**config.mk**
```make
export PLATFORM = sky130hd
export DESIGN_NAME = led_matrix_scan_ctrl
export DESIGN_NICKNAME = d
export VERILOG_FILES = /design/src/rtl/led_matrix_scan_ctrl.sv
export SDC_FILE = /design/constraint.sdc
export NUM_CORES = 1
export LEC_CHECK = 0
export BUFFER_PORTS_ARGS = -buffer_cell sky130_fd_sc_hd__clkbuf_2
export CAP_MARGIN = 10
export CORE_MARGIN = 2
export CORE_UTILIZATION = 30
export CTS_CLUSTER_DIAMETER = 200
export DETAILED_ROUTE_END_ITERATION = 8
export PLACE_DENSITY = 0.52
export SKIP_LAST_GASP = 1
export SLEW_MARGIN = 20
export SYNTH_ARGS = -nofsm -noshare
export SYNTH_HDL_FRONTEND = slang
export SYNTH_SLANG_ARGS = --single-unit
export TNS_END_PERCENT = 100
```
**constraint.sdc**
```tcl
create_clock -name clock -period 2.78 [get_ports clock]
set_input_delay 0.139 -clock clock [delete_from_list [all_inputs] [get_ports clock]]
set_output_delay 0.139 -clock clock [all_outputs]
set_load 0.05 [all_outputs]
```
**src/rtl/led_matrix_scan_ctrl.sv**
```systemverilog
// Scan sequencer for the pong LED matrix: fetches one framebuffer row per slot,
// shifts it into the column register, steps the row walking-one and lights it.
module led_matrix_scan_ctrl #(
    parameter int unsigned ROWS   = 8,
    parameter int unsigned COLS   = 8,
    parameter int unsigned CLKDIV = 2,
    parameter int unsigned HOLD   = 16
) (
    input  logic                     clock,
    input  logic                     resetb,
    input  logic                     enable,
    input  logic                     blank,
    output logic [$clog2(ROWS)-1:0]  fb_row,
    input  logic [COLS-1:0]          fb_data,
    output logic                     csdi,
    output logic                     cclk,
    output logic                     le,
    output logic                     rsdi,
    output logic                     rclk,
    output logic                     oeb,
    output logic                     frame_done
);

    localparam int unsigned RW        = $clog2(ROWS);
    localparam int unsigned BW        = (COLS > 1) ? $clog2(COLS) : 1;
    localparam int unsigned SHIFT_LEN = 2 * CLKDIV;
    localparam int unsigned CNT_MAX   = (HOLD > SHIFT_LEN) ? HOLD : SHIFT_LEN;
    localparam int unsigned CW        = $clog2(CNT_MAX);

    typedef enum logic [2:0] {
        S_IDLE,
        S_FETCH,
        S_SHIFT,
        S_BLANK,
        S_RSTEP,
        S_LATCH,
        S_DISP
    } state_t;

    state_t          r_state;
    logic [CW-1:0]   r_cnt;
    logic [BW-1:0]   r_bit;
    logic [RW-1:0]   r_row;
    logic [COLS-1:0] r_shreg;
    logic [RW-1:0]   r_fb_row;
    logic            r_csdi;
    logic            r_cclk;
    logic            r_le;
    logic            r_rsdi;
    logic            r_rclk;
    logic            r_oeb;
    logic            r_frame_done;

    logic [CW-1:0]   w_cnt_inc;
    logic            w_row_last;
    logic [RW-1:0]   w_row_next;
    logic            w_bit_last;

    assign w_cnt_inc  = r_cnt + CW'(1);
    assign w_row_last = (r_row == RW'(ROWS - 1));
    assign w_row_next = w_row_last ? '0 : r_row + RW'(1);
    assign w_bit_last = (r_bit == BW'(COLS - 1));

    // Outputs are assigned on the edge that enters the cycle they describe.
    always_ff @(posedge clock or negedge resetb) begin
        if (!resetb) begin
            r_state      <= S_IDLE;
            r_cnt        <= '0;
            r_bit        <= '0;
            r_row        <= '0;
            r_shreg      <= '0;
            r_fb_row     <= '0;
            r_csdi       <= 1'b0;
            r_cclk       <= 1'b0;
            r_le         <= 1'b0;
            r_rsdi       <= 1'b0;
            r_rclk       <= 1'b0;
            r_oeb        <= 1'b1;
            r_frame_done <= 1'b0;
        end else begin
            r_frame_done <= 1'b0;
            // Hold the current lit/dark state; blank always forces dark.
            r_oeb        <= r_oeb | blank;
            case (r_state)
                S_IDLE: begin
                    r_oeb <= 1'b1;
                    if (enable) begin
                        r_state  <= S_FETCH;
                        r_cnt    <= '0;
                        r_row    <= '0;
                        r_fb_row <= '0;
                    end
                end
                S_FETCH: begin
                    if (r_cnt == '0) begin
                        r_cnt <= w_cnt_inc;
                    end else begin
                        r_shreg <= fb_data;
                        r_csdi  <= fb_data[COLS-1];
                        r_cclk  <= 1'b0;
                        r_bit   <= '0;
                        r_cnt   <= '0;
                        r_state <= S_SHIFT;
                    end
                end
                S_SHIFT: begin
                    if (r_cnt == CW'(SHIFT_LEN - 1)) begin
                        r_cnt  <= '0;
                        r_cclk <= 1'b0;
                        if (w_bit_last) begin
                            r_state <= S_BLANK;
                            r_oeb   <= 1'b1;
                        end else begin
                            // Rotate so the next bit is always just below the MSB.
                            r_bit   <= r_bit + BW'(1);
                            r_shreg <= {r_shreg[COLS-2:0], r_shreg[COLS-1]};
                            r_csdi  <= r_shreg[COLS-2];
                        end
                    end else begin
                        r_cnt  <= w_cnt_inc;
                        r_cclk <= (w_cnt_inc >= CW'(CLKDIV));
                    end
                end
                S_BLANK: begin
                    r_oeb   <= 1'b1;
                    r_state <= S_RSTEP;
                    r_cnt   <= '0;
                    r_rclk  <= 1'b1;
                    r_rsdi  <= (r_row == '0);
                end
                S_RSTEP: begin
                    r_oeb <= 1'b1;
                    if (r_cnt == CW'(SHIFT_LEN - 1)) begin
                        r_state <= S_LATCH;
                        r_cnt   <= '0;
                        r_rsdi  <= 1'b0;
                        r_rclk  <= 1'b0;
                        r_le    <= 1'b1;
                    end else begin
                        r_cnt  <= w_cnt_inc;
                        r_rclk <= (w_cnt_inc < CW'(CLKDIV));
                    end
                end
                S_LATCH: begin
                    r_oeb <= 1'b1;
                    if (r_cnt == CW'(CLKDIV - 1)) begin
                        r_le         <= 1'b0;
                        r_state      <= S_DISP;
                        r_cnt        <= '0;
                        r_oeb        <= blank;
                        r_frame_done <= (HOLD == 1) && w_row_last;
                    end else begin
                        r_cnt <= w_cnt_inc;
                    end
                end
                S_DISP: begin
                    if (r_cnt == CW'(HOLD - 1)) begin
                        r_cnt    <= '0;
                        r_row    <= w_row_next;
                        r_fb_row <= w_row_next;
                        if (w_row_last && !enable) begin
                            r_state <= S_IDLE;
                            r_oeb   <= 1'b1;
                        end else begin
                            r_state <= S_FETCH;
                        end
                    end else begin
                        r_cnt        <= w_cnt_inc;
                        r_oeb        <= blank;
                        r_frame_done <= w_row_last && (w_cnt_inc == CW'(HOLD - 1));
                    end
                end
                default: begin
                    r_state <= S_IDLE;
                    r_oeb   <= 1'b1;
                end
            endcase
        end
    end

    assign fb_row     = r_fb_row;
    assign csdi       = r_csdi;
    assign cclk       = r_cclk;
    assign le         = r_le;
    assign rsdi       = r_rsdi;
    assign rclk       = r_rclk;
    assign oeb        = r_oeb;
    assign frame_done = r_frame_done;

endmodule

```
# [Word level (Yosys, flattened, before mapping)]
# Index checks and enable logic that the tools add are counted.
[word_totals] register_bits=28 latchBits=0 ram_bits=0 rom_bits=0 in_bits=12 n_memories=0
[op_classes] addsub=3 mul=0 div_mod_pow=0 order_cmp=2 n_eq_ne=20 n_shift=0 n_mux=49 bitwise=1 n_reduce_logical=19
[ops] cell="$mux 3" n=13
[ops] cell="$mux 8" n=3
[ops] cell="$pmux 4 s6" n=1
[ops] cell="$pmux 3 s7" n=1
[ops] cell="$mux 4" n=5
[ops] cell="$mux 1" n=17
[ops] cell="$ne 2x2->1 const B" n=8
[ops] cell="$pmux 8 s2" n=1
[ops] cell="$eq 3x3->1 const B" n=5
[ops] cell="$pmux 3 s2" n=2
[ops] cell="$pmux 1 s2" n=5
[ops] cell="$eq 4x4->1 const B" n=2
[ops] cell="$reduce_bool 2->1" n=4
[ops] cell="$reduce_and 7->1" n=1
[ops] cell="$add 3x1->3 const B" n=2
[ops] cell="$eq 3x2->1 const B" n=2
[ops] cell="$logic_not 3->1" n=2
[ops] cell="$reduce_and 2->1" n=3
[ops] cell="$reduce_and 3->1" n=2
[ops] cell="$reduce_bool 6->1" n=1
[ops] cell="$add 4x1->4 const B" n=1
[ops] cell="$eq 4x1->1 const B" n=1
[ops] cell="$eq 4x2->1 const B" n=1
[ops] cell="$ge 4x2->1 const B" n=1
[ops] cell="other kinds (9)" n=10

# [Logic depth before layout (Yosys ltp)]
[depth] depth_word=5 depth_mapped=8 depth_no_buf=7

# [Worst setup path after synthesis]
# Ideal clock, no wire load.
[synth_path] path_kind="register to register" from="register r_cnt[0]" to="register r_bit[1]" setup_ps=126 t_arrival_ps=1921 required_ps=2654 setup_slack_ps=733 path_stages_with_launch=8 path_buffers=2 path_cell_list="dfrtp_1 -> ha_1 -> or3b_1 -> clkbuf_2 -> or3_4 -> a21oi_4 -> clkbuf_8 -> o21ai_0"
[synth_via] elab_chain_cells=3 word_cells_on_any_way=5 classes_between="eq/ne (3); reduce/logical (2)"
[synth_rtl] item="from (decl)" line="41" rtl="logic [CW-1:0] r_cnt;"
[synth_rtl] item="from (signal assigned)" line="96" rtl="r_cnt <= w_cnt_inc;"
[synth_rtl] item="from (signal assigned)" line="120" rtl="r_cnt <= w_cnt_inc;"
[synth_rtl] item="from (signal assigned)" line="140" rtl="r_cnt <= w_cnt_inc;"
[synth_rtl] item="$eq 4x2->1 or $logic_not 4->1 (tied branches)" line="107, 95"
[synth_rtl] item="$ne 2x2->1 (no source line)"
[synth_rtl] item="$reduce_and 4->1 (no source line) (*)"
[synth_rtl] item="to (signal assigned)" line="115" rtl="r_bit <= r_bit + BW'(1);"
[synth_rtl] item="to (decl)" line="42" rtl="logic [BW-1:0] r_bit;"
# Mark *: on every way between the ends. The rest lies on a longest branch, timed or not.
# A chain may end at the register's enable or synchronous reset.

# [Final worst setup path]
[layout_path] from="register r_cnt[1]" to="register r_bit[1]"
# The elaborated chain is that of the path after synthesis.

==> summary.md <==
| Metric | Value |
|---|---|
| Main synth FF type | `dfrtp_1` |
| Total routed wirelength | `about 3400 µm` |
| Mean instance size in the synthesized netlist | `roughly 9.4 µm²` |
| Count of standard-cell rows | `27` |
| Global-route usage over all layers | `around an eighth` |
| Synth Instances | `around 180` |
| Launching point of the worst reg2reg path | `r_cnt[1]$_DFFE_PN0P_` |
| RSZ-0062 raised after global routing | `false` |
| Critical Path Source Type | `register` |
| Final GP Congestion | `around 0.86` |
| Setup Viol. Count Final | `0` |
| Share of cells above drive strength 1 | `between 20 and 25%` |
| Area growth from synthesis to layout | `13.09%` |
| Met1 global-route usage | `roughly 17%` |
| Post-route fraction of the period consumed by the critical path | `82.40%` |
| Outcome | `completed` |
| Start point of the worst min-delay path | `blank` |
| Post-route antenna net violation count | `0` |
| Commonest cells after routing, fill and taps aside | `dfrtp_1 (26), clkbuf_2 (21), nor2_1 (20)` |
| Layer with the highest usage after global routing | `met2` |
| F_max | `about 440 MHz` |
| Most area-hungry cell type in the Yosys netlist | `dfrtp_1` |
| Max Slew Vio Count | `0` |
| Cts hold-fix bufs | `1` |
| EDFF count, synth | `0` |
| Final instance area | `around 1900 µm²` |
| Number of sinks driven by the clock tree | `27` |
| Number of iterations in the first detailed-routing pass | `4` |
| Share of the synthesized area in the top cell type | `just under 40%` |
| Switching power as a share of total power | `between 20% and 30%` |
| Synth area leaders | `dfrtp_1 (39%), ha_1 (7.6%), mux2i_1 (5.4%), nor2_1 (4.5%), a21oi_2 (4.2%)` |
| Area occupied by registers | `676.9 µm²` |
| GR Overflow Total | `0` |
| Global routing met2 resource utilization | `roughly a fifth` |
| Total number of nets in the final design | `218` |
| Net count after synthesis | `198` |
| Top-Level Pins | `22` |
| Flip-flop and latch count after synthesis | `27` |
| Slowest cell on the critical path | `or3b_1` |
| Endpoint kind of the worst setup timing path | `register` |
| Share of total power in sequential cells | `approximately three fifths` |
| Yosys warns | `0` |
| Required time at the endpoint of the critical path | `around 3000 ps` |
| Period minus WS final | `~2300 ps` |
| Number of buffer and inverter stages on the critical path | `1` |
| Leakage power | `0.8135 nW` |
| Clock skew | `5.361 ps` |
| Number of diodes | `0` |
| Starting density of the core | `30.60%` |
| Max Fanout on Critical Path | `22` |
| Total count of hold-check failures in the final report | `0` |
| Post-synthesis instance area | `approximately 1700 µm²` |
| Number of input and output port buffers inserted | `21` |
| Clock slew at the register clock pins of the worst setup and hold paths | `roughly 100 ps` |
| Number of unique standard cell types used by synthesis | `45` |
| Die Span Y | `a little under 80 µm` |
| Average routed wire per standard cell | `between 10 and 15 µm` |
| Number of DRC violations after detailed routing | `0` |
| Maximum level of the CTS H-tree | `1` |
| Worst relative slew slack | `roughly 54%` |
| Critical Setup Path Class | `register to register` |
| Final sum of negative setup slack | `0 ps` |
| Iteration-0 DRC count of the detailed router | `between 80 and 90` |
| Post-CTS setup-driven buffer insertion count | `0` |
| Clock tree from TritonCTS | `built` |
| Filler cell count in the final layout | `555` |
| Clk Tree Root Cell | `clkbuf_8` |
| Detailed-route via count | `roughly 1300` |
| Max-cap violations | `0` |
| Worst IR drop on VDD | `between 0.2 and 0.25 mV` |
| Multi-input gate area | `roughly 880 µm²` |
| Num CTS Buffers | `3` |
| Sequential cell area fraction in the yosys report | `between 40 and 50%` |
| Measured slew at the worst slew-check pin | `around 690 ps` |
| Share of synthesized flip-flops with an asynchronous set or reset | `between 90% and 100%` |
| Worst EP arrival | `around 2500 ps` |
| Ratio of total power to cell area | `~360 nW/µm²` |
| Met3 usage in global routing | `around 3.1%` |
| Largest incremental delay on the critical path | `about 490 ps` |
| List of cells traversed by the critical path | `ha_1, or3b_1, or3_4, a21oi_4, buf_4, nand3_1, o21ai_0` |
| Skew-Pair Late Insertion Delay | `about 280 ps` |
| Vias in the first global route | `between 1000 and 1500` |
| Power Internal | `between 0.0005 and 0.0006 W` |
| Wire length of the first global-routing pass | `5996 µm` |
| Worst hold margin | `98.29 ps` |
| Post-DR vias/cell | `~4.8` |
| Start point of the critical path | `r_cnt[1]$_DFFE_PN0P_` |
| Post-CTS resize count | `0` |
| Area of the core | `~5400 µm²` |
| Placement-stage cell area | `1812 µm²` |
| Worst min-delay path category | `primary input to register` |
| Most common cell after layout, fill and taps aside | `dfrtp_1` |
| Buffer levels on the longest clock path | `2` |
| Post-detailed-placement half-perimeter wirelength | `roughly 2500 µm` |
| Number of antenna violations at the first check in global routing | `0` |
| Power spent charging and discharging nets | `around 0.00016 W` |
| Largest net degree at the start of global routing | `28` |
| Comb pwr share | `under 10%` |
| Chip Width | `between 70 and 80 µm` |
| Core occupancy in the finished layout | `roughly 35%` |
| Top Family by Delay on Critical Path | `simple AND/OR/NAND/NOR gates` |
| R2R setup slack | `between 400 and 500 ps` |
| Clock network fraction of design power | `34.7%` |
| Total Die Area | `between 6000 and 7000 µm²` |
[final cells by class]
cell class | count | area share (%)
well taps | 72 | 4.816
clock buffers | 3 | 2.207
flip-flops and latches | 27 | 36.19
repair buffers | 25 | 7.358
multi-input cells | 128 | 46.82
inverters | 11 | 2.207
clock inverters | 1 | 0.4013
[power by group through the flow]
stage,registers (W),logic (W),clock network (W)
floorplan,0.000416,0.0000130,0
global placement,0.000412,0.0000379,0
detailed placement,0.000412,0.0000382,0
CTS,0.000404,0.0000393,0.000251
global route,0.000405,0.0000437,0.000265
finish,0.000404,0.0000379,0.000235
[Yosys cell counts (2+ instances only)]
| library cell | instances |
|---|---|
| dfrtp_1 | 26 |
| nor2_1 | 20 |
| nand2_1 | 15 |
| o21ai_0 | 12 |
| inv_1 | 11 |
| ha_1 | 10 |
| mux2i_1 | 9 |
| a21oi_2 | 8 |
| a21oi_1 | 7 |
| a22o_1 | 6 |
| clkbuf_1 | 5 |
| nor3_1 | 4 |
| nand2b_1 | 3 |
| nand3_1 | 3 |
| a21o_1 | 2 |
| and2_1 | 2 |
| nor2b_1 | 2 |
| o211ai_1 | 2 |
| o22ai_1 | 2 |
| o31ai_1 | 2 |
[worst paths after layout]
| kind | cells after the start | endpoint |
|---|---|---|
| hold reg to reg | 1 | r_bit[0]$_DFFE_PN0P_ |
| setup reg to reg | 7 | r_bit[1]$_DFFE_PN0P_ |
| max in group asynchronous | 2 | r_bit[1]$_DFFE_PN0P_ |
| hold / removal | 2 | oeb$_DFF_PN1_ |
| setup / recovery | 7 | r_bit[1]$_DFFE_PN0P_ |
| min in group asynchronous | 2 | r_cnt[3]$_DFFE_PN0P_ |
[sequential cells by signal, indices dropped and copies added, names as in the netlist]
register / flops
rsdi: 1
r_cnt: 4
le: 1
oeb: 1
cclk: 1
frame_done: 1
fb_row: 3
r_bit: 3
r_shreg: 8
rclk: 1
r_state: 3
[metal layers]
layer	share of wire, %	up-vias	routed length, µm
met5	0	-	0
met4	0.56	0	19
met3	4.5	2	155
met2	44	31	1491
li1	-	659	-
met1	51	586	1741
[stage by stage]
step	worst slack (ps)	power, W	instances
floorplan	732.6	0.0004291	176
global placement	568.7	0.0004495	262
detailed placement	505.6	0.0004499	262
CTS	474.7	0.0006946	267
global route	278.6	0.0007134	267
finish	489.2	0.0006769	267
[cell families (layout without fill, tap and decap cells)]
kind of cell             count (synthesis)  after routing  synth area share (%)
AND/OR/NAND/NOR                         56             56                 16.57
multiplexers                            10             10                 6.127
buffers and inverters                   21             40                 6.127
flip-flops                              27             27                 40.92
AO/OA/AOI/OAI                           51             51                 22.09
adder cells (fa/ha/maj)                 11             11                 8.169
No activity file was read; power rests on OpenSTA's default activity.
